$ cat config.mk
export PLATFORM = sky130hd
export DESIGN_NAME = multi_cycle_mips
export DESIGN_NICKNAME = d
export VERILOG_FILES = /design/src/rtl/multi_cycle_mips_pkg.sv /design/src/rtl/multi_cycle_mips_regfile.sv /design/src/rtl/multi_cycle_mips.sv
export SDC_FILE = /design/constraint.sdc
export NUM_CORES = 2
export LEC_CHECK = 0
export CORE_MARGIN = 8
export CORE_UTILIZATION = 30
export CTS_BUF_LIST = sky130_fd_sc_hd__clkbuf_8 sky130_fd_sc_hd__clkbuf_16
export CTS_CLUSTER_SIZE = 14
export DETAILED_ROUTE_END_ITERATION = 16
export PLACE_DENSITY = 0.48
export SLEW_MARGIN = 15
export SYNTH_ARGS = -nofsm -noshare
export SYNTH_HDL_FRONTEND = slang
export SYNTH_SLANG_ARGS = --single-unit
$ cat constraint.sdc
create_clock -name clk -period 5.8 [get_ports clk]
set_clock_uncertainty 0.05 [all_clocks]
set_input_delay 0.58 -clock clk [delete_from_list [all_inputs] [get_ports clk]]
set_output_delay 0.58 -clock clk [all_outputs]
set_load 0.02 [all_outputs]
$ cat src/rtl/multi_cycle_mips_pkg.sv
`default_nettype none
// ============================================================================
// multi_cycle_mips_pkg : opcodes, FSM states, ALU ops and decode helpers.
// Optional feature macro: MULTI_CYCLE_MIPS_BNE_EN (adds bne, opcode 0x05).
// Revision: 1.0
// ============================================================================
package multi_cycle_mips_pkg;

  localparam logic [5:0] OP_RTYPE = 6'h00;
  localparam logic [5:0] OP_J     = 6'h02;
  localparam logic [5:0] OP_BEQ   = 6'h04;
  localparam logic [5:0] OP_BNE   = 6'h05;
  localparam logic [5:0] OP_ADDI  = 6'h08;
  localparam logic [5:0] OP_LW    = 6'h23;
  localparam logic [5:0] OP_SW    = 6'h2B;

  localparam logic [5:0] FN_ADD = 6'h20;
  localparam logic [5:0] FN_SUB = 6'h22;
  localparam logic [5:0] FN_AND = 6'h24;
  localparam logic [5:0] FN_OR  = 6'h25;
  localparam logic [5:0] FN_SLT = 6'h2A;

  typedef enum logic [2:0] {
    S_FETCH  = 3'd0,
    S_DECODE = 3'd1,
    S_EXEC   = 3'd2,
    S_MEM    = 3'd3,
    S_WB     = 3'd4,
    S_HALT   = 3'd5
  } state_e;

  typedef enum logic [2:0] {
    ALU_ADD = 3'd0,
    ALU_SUB = 3'd1,
    ALU_AND = 3'd2,
    ALU_OR  = 3'd3,
    ALU_SLT = 3'd4
  } alu_op_e;

  function automatic logic insn_legal(input logic [5:0] op, input logic [5:0] fn);
    logic ok;
    ok = 1'b0;
    case (op)
      OP_RTYPE: ok = (fn == FN_ADD) || (fn == FN_SUB) || (fn == FN_AND) ||
                     (fn == FN_OR)  || (fn == FN_SLT);
      OP_J, OP_BEQ, OP_ADDI, OP_LW, OP_SW: ok = 1'b1;
`ifdef MULTI_CYCLE_MIPS_BNE_EN
      OP_BNE: ok = 1'b1;
`endif
      default: ok = 1'b0;
    endcase
    return ok;
  endfunction

  function automatic alu_op_e funct_to_alu(input logic [5:0] fn);
    alu_op_e op;
    case (fn)
      FN_SUB:  op = ALU_SUB;
      FN_AND:  op = ALU_AND;
      FN_OR:   op = ALU_OR;
      FN_SLT:  op = ALU_SLT;
      default: op = ALU_ADD;
    endcase
    return op;
  endfunction

  function automatic logic [31:0] alu_calc(input alu_op_e op, input logic [31:0] a,
                                           input logic [31:0] b);
    logic [31:0] r;
    case (op)
      ALU_SUB: r = a - b;
      ALU_AND: r = a & b;
      ALU_OR:  r = a | b;
      ALU_SLT: r = {31'd0, $signed(a) < $signed(b)};
      default: r = a + b;
    endcase
    return r;
  endfunction

endpackage
`default_nettype wire

$ cat src/rtl/multi_cycle_mips_regfile.sv
`default_nettype none
// ============================================================================
// mc_regfile : 32x32 register file, two async read ports, one sync write port.
// Revision: 1.0
// ============================================================================
module mc_regfile (
  input  logic        clk,
  input  logic        we,
  input  logic [4:0]  waddr,
  input  logic [31:0] wdata,
  input  logic [4:0]  raddr_a,
  input  logic [4:0]  raddr_b,
  output logic [31:0] rdata_a,
  output logic [31:0] rdata_b
);

  logic [31:0] regs_q [32];

  // No reset: contents are undefined until software writes them.
  always_ff @(posedge clk) begin
    if (we && (waddr != 5'd0)) begin
      regs_q[waddr] <= wdata;
    end
  end

  assign rdata_a = (raddr_a == 5'd0) ? 32'd0 : regs_q[raddr_a];
  assign rdata_b = (raddr_b == 5'd0) ? 32'd0 : regs_q[raddr_b];

endmodule
`default_nettype wire

$ cat src/rtl/multi_cycle_mips.sv
`default_nettype none
// ============================================================================
// multi_cycle_mips : multi-cycle MIPS-I subset core with a shared memory port.
// Optional feature macro: MULTI_CYCLE_MIPS_BNE_EN.   Revision: 1.0
// ============================================================================
module multi_cycle_mips
  import multi_cycle_mips_pkg::*;
#(
  parameter logic [31:0] RESET_PC = 32'h0000_0000,
  parameter int unsigned ADDR_W   = 32
) (
  input  logic              clk,
  input  logic              rst,
  output logic              mem_req,
  output logic              mem_we,
  output logic [ADDR_W-1:0] mem_addr,
  output logic [31:0]       mem_wdata,
  input  logic [31:0]       mem_rdata,
  input  logic              mem_ready,
  output logic              retire,
  output logic [31:0]       pc_o,
  output logic              halted
);

  state_e      state_q, state_d;
  logic [31:0] pc_q, pc_d, ipc_q, ipc_d, ir_q, ir_d, a_q, a_d, b_q, b_d;
  logic [31:0] tgt_q, tgt_d, alu_q, alu_d, mdr_q, mdr_d;

  logic [5:0]  opcode, funct;
  logic [4:0]  rs, rt, rd, rf_waddr;
  logic [31:0] imm_sext, rf_rdata_a, rf_rdata_b, alu_res, addr_full, rf_wdata;
  logic        req, we, ret, rf_we, acc, legal, is_rtype, is_mem, is_branch, take_branch;

  assign opcode   = ir_q[31:26];
  assign rs       = ir_q[25:21];
  assign rt       = ir_q[20:16];
  assign rd       = ir_q[15:11];
  assign funct    = ir_q[5:0];
  assign imm_sext = {{16{ir_q[15]}}, ir_q[15:0]};
  assign is_rtype = (opcode == OP_RTYPE);
  assign is_mem   = (opcode == OP_LW) || (opcode == OP_SW);
  assign legal    = insn_legal(opcode, funct);
  assign alu_res  = alu_calc(is_rtype ? funct_to_alu(funct) : ALU_ADD, a_q,
                             is_rtype ? b_q : imm_sext);
`ifdef MULTI_CYCLE_MIPS_BNE_EN
  assign is_branch   = (opcode == OP_BEQ) || (opcode == OP_BNE);
  assign take_branch = (opcode == OP_BNE) ? (a_q != b_q) : (a_q == b_q);
`else
  assign is_branch   = (opcode == OP_BEQ);
  assign take_branch = (a_q == b_q);
`endif

  // Outputs are forced quiet while reset is held, whatever the state register holds.
  assign mem_req   = rst & req;
  assign mem_we    = rst & we;
  assign mem_addr  = addr_full[ADDR_W-1:0];
  assign mem_wdata = b_q;
  assign retire    = rst & ret;
  assign halted    = rst & (state_q == S_HALT);
  assign pc_o      = !rst ? RESET_PC : ((state_q == S_FETCH) ? pc_q : ipc_q);
  assign acc       = mem_req & mem_ready;

  mc_regfile u_regfile (
    .clk     (clk),
    .we      (rf_we),
    .waddr   (rf_waddr),
    .wdata   (rf_wdata),
    .raddr_a (rs),
    .raddr_b (rt),
    .rdata_a (rf_rdata_a),
    .rdata_b (rf_rdata_b)
  );

  always_ff @(posedge clk) begin
    if (!rst) state_q <= S_FETCH;
    else      state_q <= state_d;
  end

  always_comb begin
    state_d = state_q;
    case (state_q)
      S_FETCH:  if (acc) state_d = S_DECODE;
      S_DECODE: state_d = !legal ? S_HALT : ((opcode == OP_J) ? S_FETCH : S_EXEC);
      S_EXEC: begin
        if (is_branch)   state_d = S_FETCH;
        else if (is_mem) state_d = (alu_res[1:0] != 2'b00) ? S_HALT : S_MEM;
        else             state_d = S_WB;
      end
      S_MEM:    if (acc) state_d = (opcode == OP_SW) ? S_FETCH : S_WB;
      S_WB:     state_d = S_FETCH;
      default:  state_d = S_HALT;
    endcase
  end

  always_comb begin
    req = 1'b0;  we = 1'b0;  ret = 1'b0;  addr_full = pc_q;
    rf_we = 1'b0;  rf_waddr = is_rtype ? rd : rt;
    rf_wdata = (opcode == OP_LW) ? mdr_q : alu_q;
    pc_d = pc_q;  ipc_d = ipc_q;  ir_d = ir_q;  a_d = a_q;  b_d = b_q;
    tgt_d = tgt_q;  alu_d = alu_q;  mdr_d = mdr_q;
    case (state_q)
      S_FETCH: begin
        req = 1'b1;
        if (acc) begin
          ir_d  = mem_rdata;
          ipc_d = pc_q;
          pc_d  = pc_q + 32'd4;
        end
      end
      S_DECODE: begin
        a_d   = rf_rdata_a;
        b_d   = rf_rdata_b;
        tgt_d = pc_q + (imm_sext << 2);
        if (opcode == OP_J) begin
          pc_d = {pc_q[31:28], ir_q[25:0], 2'b00};
          ret  = 1'b1;
        end
      end
      S_EXEC: begin
        alu_d = alu_res;
        if (is_branch) begin
          if (take_branch) pc_d = tgt_q;
          ret = 1'b1;
        end
      end
      S_MEM: begin
        req       = 1'b1;
        we        = (opcode == OP_SW);
        addr_full = alu_q;
        if (acc) begin
          if (opcode == OP_SW) ret   = 1'b1;
          else                 mdr_d = mem_rdata;
        end
      end
      S_WB: begin
        rf_we = rst;
        ret   = 1'b1;
      end
      default: ;
    endcase
  end

  always_ff @(posedge clk) begin
    if (!rst) begin
      pc_q  <= RESET_PC;
      ipc_q <= RESET_PC;
    end else begin
      pc_q  <= pc_d;
      ipc_q <= ipc_d;
    end
    ir_q  <= ir_d;
    a_q   <= a_d;
    b_q   <= b_d;
    tgt_q <= tgt_d;
    alu_q <= alu_d;
    mdr_q <= mdr_d;
  end

endmodule
`default_nettype wire

==> run summary <==
The run finished with clean final reports. Among all flip-flop cells after synthesis, the most frequent one is sky130_fd_sc_hd__edfxtp_1. The share of the Yosys chip area taken by registers is 0.584. TritonCTS built the clock tree.

The fraction of final layout cells sized beyond drive strength 1 is 0.247. The transition at the pin with the smallest max-transition slack came out at 1.08 ns. The I/O pin count came out at 135. The number of warnings issued by yosys is 0. In the final routed layout, each cell accounts on average for 30.8 µm.

Detailed placement finished with a half-perimeter wire length of 132000 µm. The effective utilization at floorplan is 0.302. The final-report hold violation count came out at 0. The worst flop-to-flop path endpoint is alu_q[29].

Measured along the x axis, the die boundary spans 481 µm. The accumulated negative setup slack is 0 ns. The floorplan step defined a die boundary enclosing 231000 µm².

The deepest level of the CTS H-tree is 4. The time the final worst path needs with I/O delays and setup is 5.14 ns. STA puts the critical path data required time at 6.28 ns. The placed instances occupy a cell area of 70200 µm². OpenSTA, run right after detailed placement, puts the worst setup slack at 0.777 ns.

Traced cell by cell, the critical path runs through nor4_4, and2_2, buf_4, nand2_1, nand2_1, inv_1, ha_1, o21ai_0, o21ai_0, a21oi_1, and3_1, or4_1, a21oi_2, o31ai_1, a2111oi_0, a21oi_1. In this run, CTS created clock tree buffers numbering 147. For this design the ratio of total power to cell area is 289 nW/µm². The worst path setup slack after routing is 0.655 ns. CTS placed an instance of sky130_fd_sc_hd__clkbuf_16 at the clock tree root. Along the worst path, the maximum fanout reaches 17. STA classifies the critical path endpoint as a flop. The analysis attributes to cell leakage a power of 24.3 nW.

The post-layout utilization of the core is 0.348. The worst slew margin relative to its limit came out at 0.279. The number of buffers inserted for hold repair after clock tree synthesis is 0.

After synthesis, the share of flip-flops with an asynchronous set or reset is 0. The final setup violation count came out at 0. The clock network latency to the later pin of the worst-skew pair came out at 0.79 ns. The area added between synthesis and finish came out at 15.3%. The category of the critical setup timing path is flop to flop. After the flow finishes, the layout carries non-filler instances totaling 7129.

Dividing the detail-routed via count by the number of cells gives 5.58. Measured in cells, the most critical reg-to-reg path has a length of 16. The highest cell delay on the worst timing path is 0.58 ns.

The portion of the clock cycle consumed by the worst path in the final layout is 0.887. The first detailed-routing pass ran for 6 iterations. In this run the tool buffered the top-level ports with 134 buffer cells. The final weighted congestion of routability-driven global placement is 0.915. Entering global routing, the biggest net connects 130 pins. In this run the critical register-to-register path is launched from ir_q[27]. The top achievable clock speed is 0.194 GHz. Across all hold checks on the routed design, the worst slack comes to 0.348 ns.

The cell family with the largest share of critical-path delay is simple AND/OR/NAND/NOR gates. Once placement completed, the tool counted placed cells totaling 6871. Clock-pin slew was measured on the worst setup and hold paths at 0.06 ns. The synthesized instance count came out at 4043. The count of nets after finishing is 4347. In this run the most critical hold path is launched from mem_rdata[25]. The wire length of the first global-routing pass is 309000 µm.

The number of max-capacitance violations reported is 0. The count of flip-flops with a built-in enable after synthesis is 1216. The buffer and inverter count on the worst path came out at 2. The number of different library cells used by synthesis comes to 92. The die outline height came out at 481 µm. The number of gates on the worst path with buffers counted is 16. Counting instances, the worst hold path has a depth of 1. The critical path startpoint category is a flop.

The number of clock sinks is 1283. In the routed design, unresolved DRC markers number 0. Buffers added to address setup during post-CTS repair amount to 0. A synthesized cell averages 16.0 µm². The number of global-route vias before repair came out at 39800. The count of final max-slew check failures is 0. In the global route stage, overall resource usage came out at 0.186. The detailed-route via count is 39800. The quantity of gates resized following cts is 0.

Setup repair after global routing left no endpoint under its margin. The post-synthesis sequential element count came out at 1283. The total standard cell area after synthesis is 64800 µm². The count of standard-cell rows came out at 170. On the critical path, the stage with the largest delay is an instance of sky130_fd_sc_hd__or4_1. In this run the worst setup path begins at ir_q[27].

The number of buffers on the longest clock path came out at 3. Data arrives at the worst endpoint at 5.62 ns. The initial antenna violation count is 6. Summing all non-filler instances in the final layout gives an area of 74700 µm². The post-layout total power is 21.6 mW. The number of DRC violations after detailed-routing iteration 0 came out at 3973.

The worst IR drop on VDD is 0.000206 V. Global routing finished with a remaining overflow of 0. In this run the worst hold path is classified as primary input to flop. The capturing element of the worst setup path is alu_q[29].

Across all register-to-register paths, the minimum setup slack is 0.66 ns. The floorplan core area is 215000 µm². The count of nets left with antenna violations once routing finished came out at 0. The total routed wirelength is 220000 µm.
-- metal layers --
layer / wire length [µm] / GRT usage
met5: 0 / 0
met4: 7450 / 0.0625
met3: 15000 / 0.0337
met2: 103000 / 0.299
met1: 94100 / 0.256
-- how the worst min path moves through the flow --
stage,to,slack (ns)
floorplan,ipc_q[10],0.39
global placement,ipc_q[16],0.40
detailed placement,ipc_q[3],0.41
CTS,mdr_q[25],0.28
global route,mdr_q[25],0.31
finish,mdr_q[25],0.35
-- state kept, by name, indices dropped and copies added, names as in the netlist, 32 cells and up --
name / count
mdr_q: 32
pc_q: 32
a_q: 32
ir_q: 32
u_regfile.regs_q: 1024
mem_wdata: 32
alu_q: 32
tgt_q: 32
ipc_q: 32
-- final cells by class --
class                   instances  area (µm²)
fillers                     20200      140000
clock buffers                 155        3810
multi-input cells            2404       25800
diodes                          1        2.50
flip-flops and latches       1283       37900
repair buffers                234        2490
inverters                     112         420
well taps                    2838        3550
clock inverters               102         739
-- logic make-up after synthesis --
kind of cell | Yosys count | share of synthesized area
fa+ha+maj | 130 | 0.0254
flops | 1283 | 0.584
other cells | 1 | 0.0000579
xor+xnor | 63 | 0.00851
simple gates | 866 | 0.0595
compound gates | 603 | 0.0650
mux | 710 | 0.234
buf+inv | 387 | 0.0236
-- cell usage after synthesis, types with 18 or more instances --
cell type                  count  area (µm²)
sky130_fd_sc_hd__ha_1        127        1590
sky130_fd_sc_hd__a21o_1       40         300
sky130_fd_sc_hd__edfxtp_1   1216       36500
sky130_fd_sc_hd__inv_1       110         413
sky130_fd_sc_hd__nand2_1     432        1620
sky130_fd_sc_hd__o211ai_1     29         218
sky130_fd_sc_hd__a22oi_1      29         218
sky130_fd_sc_hd__nand2b_1     23         144
sky130_fd_sc_hd__buf_1        38         143
sky130_fd_sc_hd__mux2_2       33         372
sky130_fd_sc_hd__nand4_1      18         113
sky130_fd_sc_hd__nor2b_1      25         156
sky130_fd_sc_hd__clkbuf_1    188         706
sky130_fd_sc_hd__mux4_2      640       14400
sky130_fd_sc_hd__nand3_1      33         165
sky130_fd_sc_hd__a21boi_0     68         510
sky130_fd_sc_hd__a31oi_1      20         125
sky130_fd_sc_hd__nor2_1      199         747
sky130_fd_sc_hd__xnor2_1      44         385
sky130_fd_sc_hd__nor3_1       38         190
sky130_fd_sc_hd__buf_2        44         220
sky130_fd_sc_hd__dfxtp_1      67        1340
sky130_fd_sc_hd__o21ai_0      79         395
sky130_fd_sc_hd__a21oi_1     150         751
sky130_fd_sc_hd__a211oi_1     24         180
sky130_fd_sc_hd__mux2i_1      37         370
sky130_fd_sc_hd__xor2_1       19         166
-- power by group --
part | leakage [nW] | internal (mW) | total [mW] | switching, mW
clock | 2.37 | 5.09 | 8.92 | 3.83
combinational | 10.4 | 0.941 | 2.26 | 1.32
sequential | 11.5 | 10.2 | 10.4 | 0.216
total | 24.3 | 16.2 | 21.6 | 5.37
-- cells in the final DEF (no fill, tap or decap), drive strengths merged, types with 47 or more instances in the layout --
cell,netlist,routed
inv,110,157
nand2,432,432
a21boi,72,72
clkbuf,188,155
buf,87,101
ha,127,127
dfxtp,67,67
a21oi,151,151
nor2,199,199
edfxtp,1216,1216
clkdlybuf4s50,0,133
mux4,640,640
clkinv,2,47
o21ai,85,85
No activity file was read; power rests on OpenSTA's default activity.
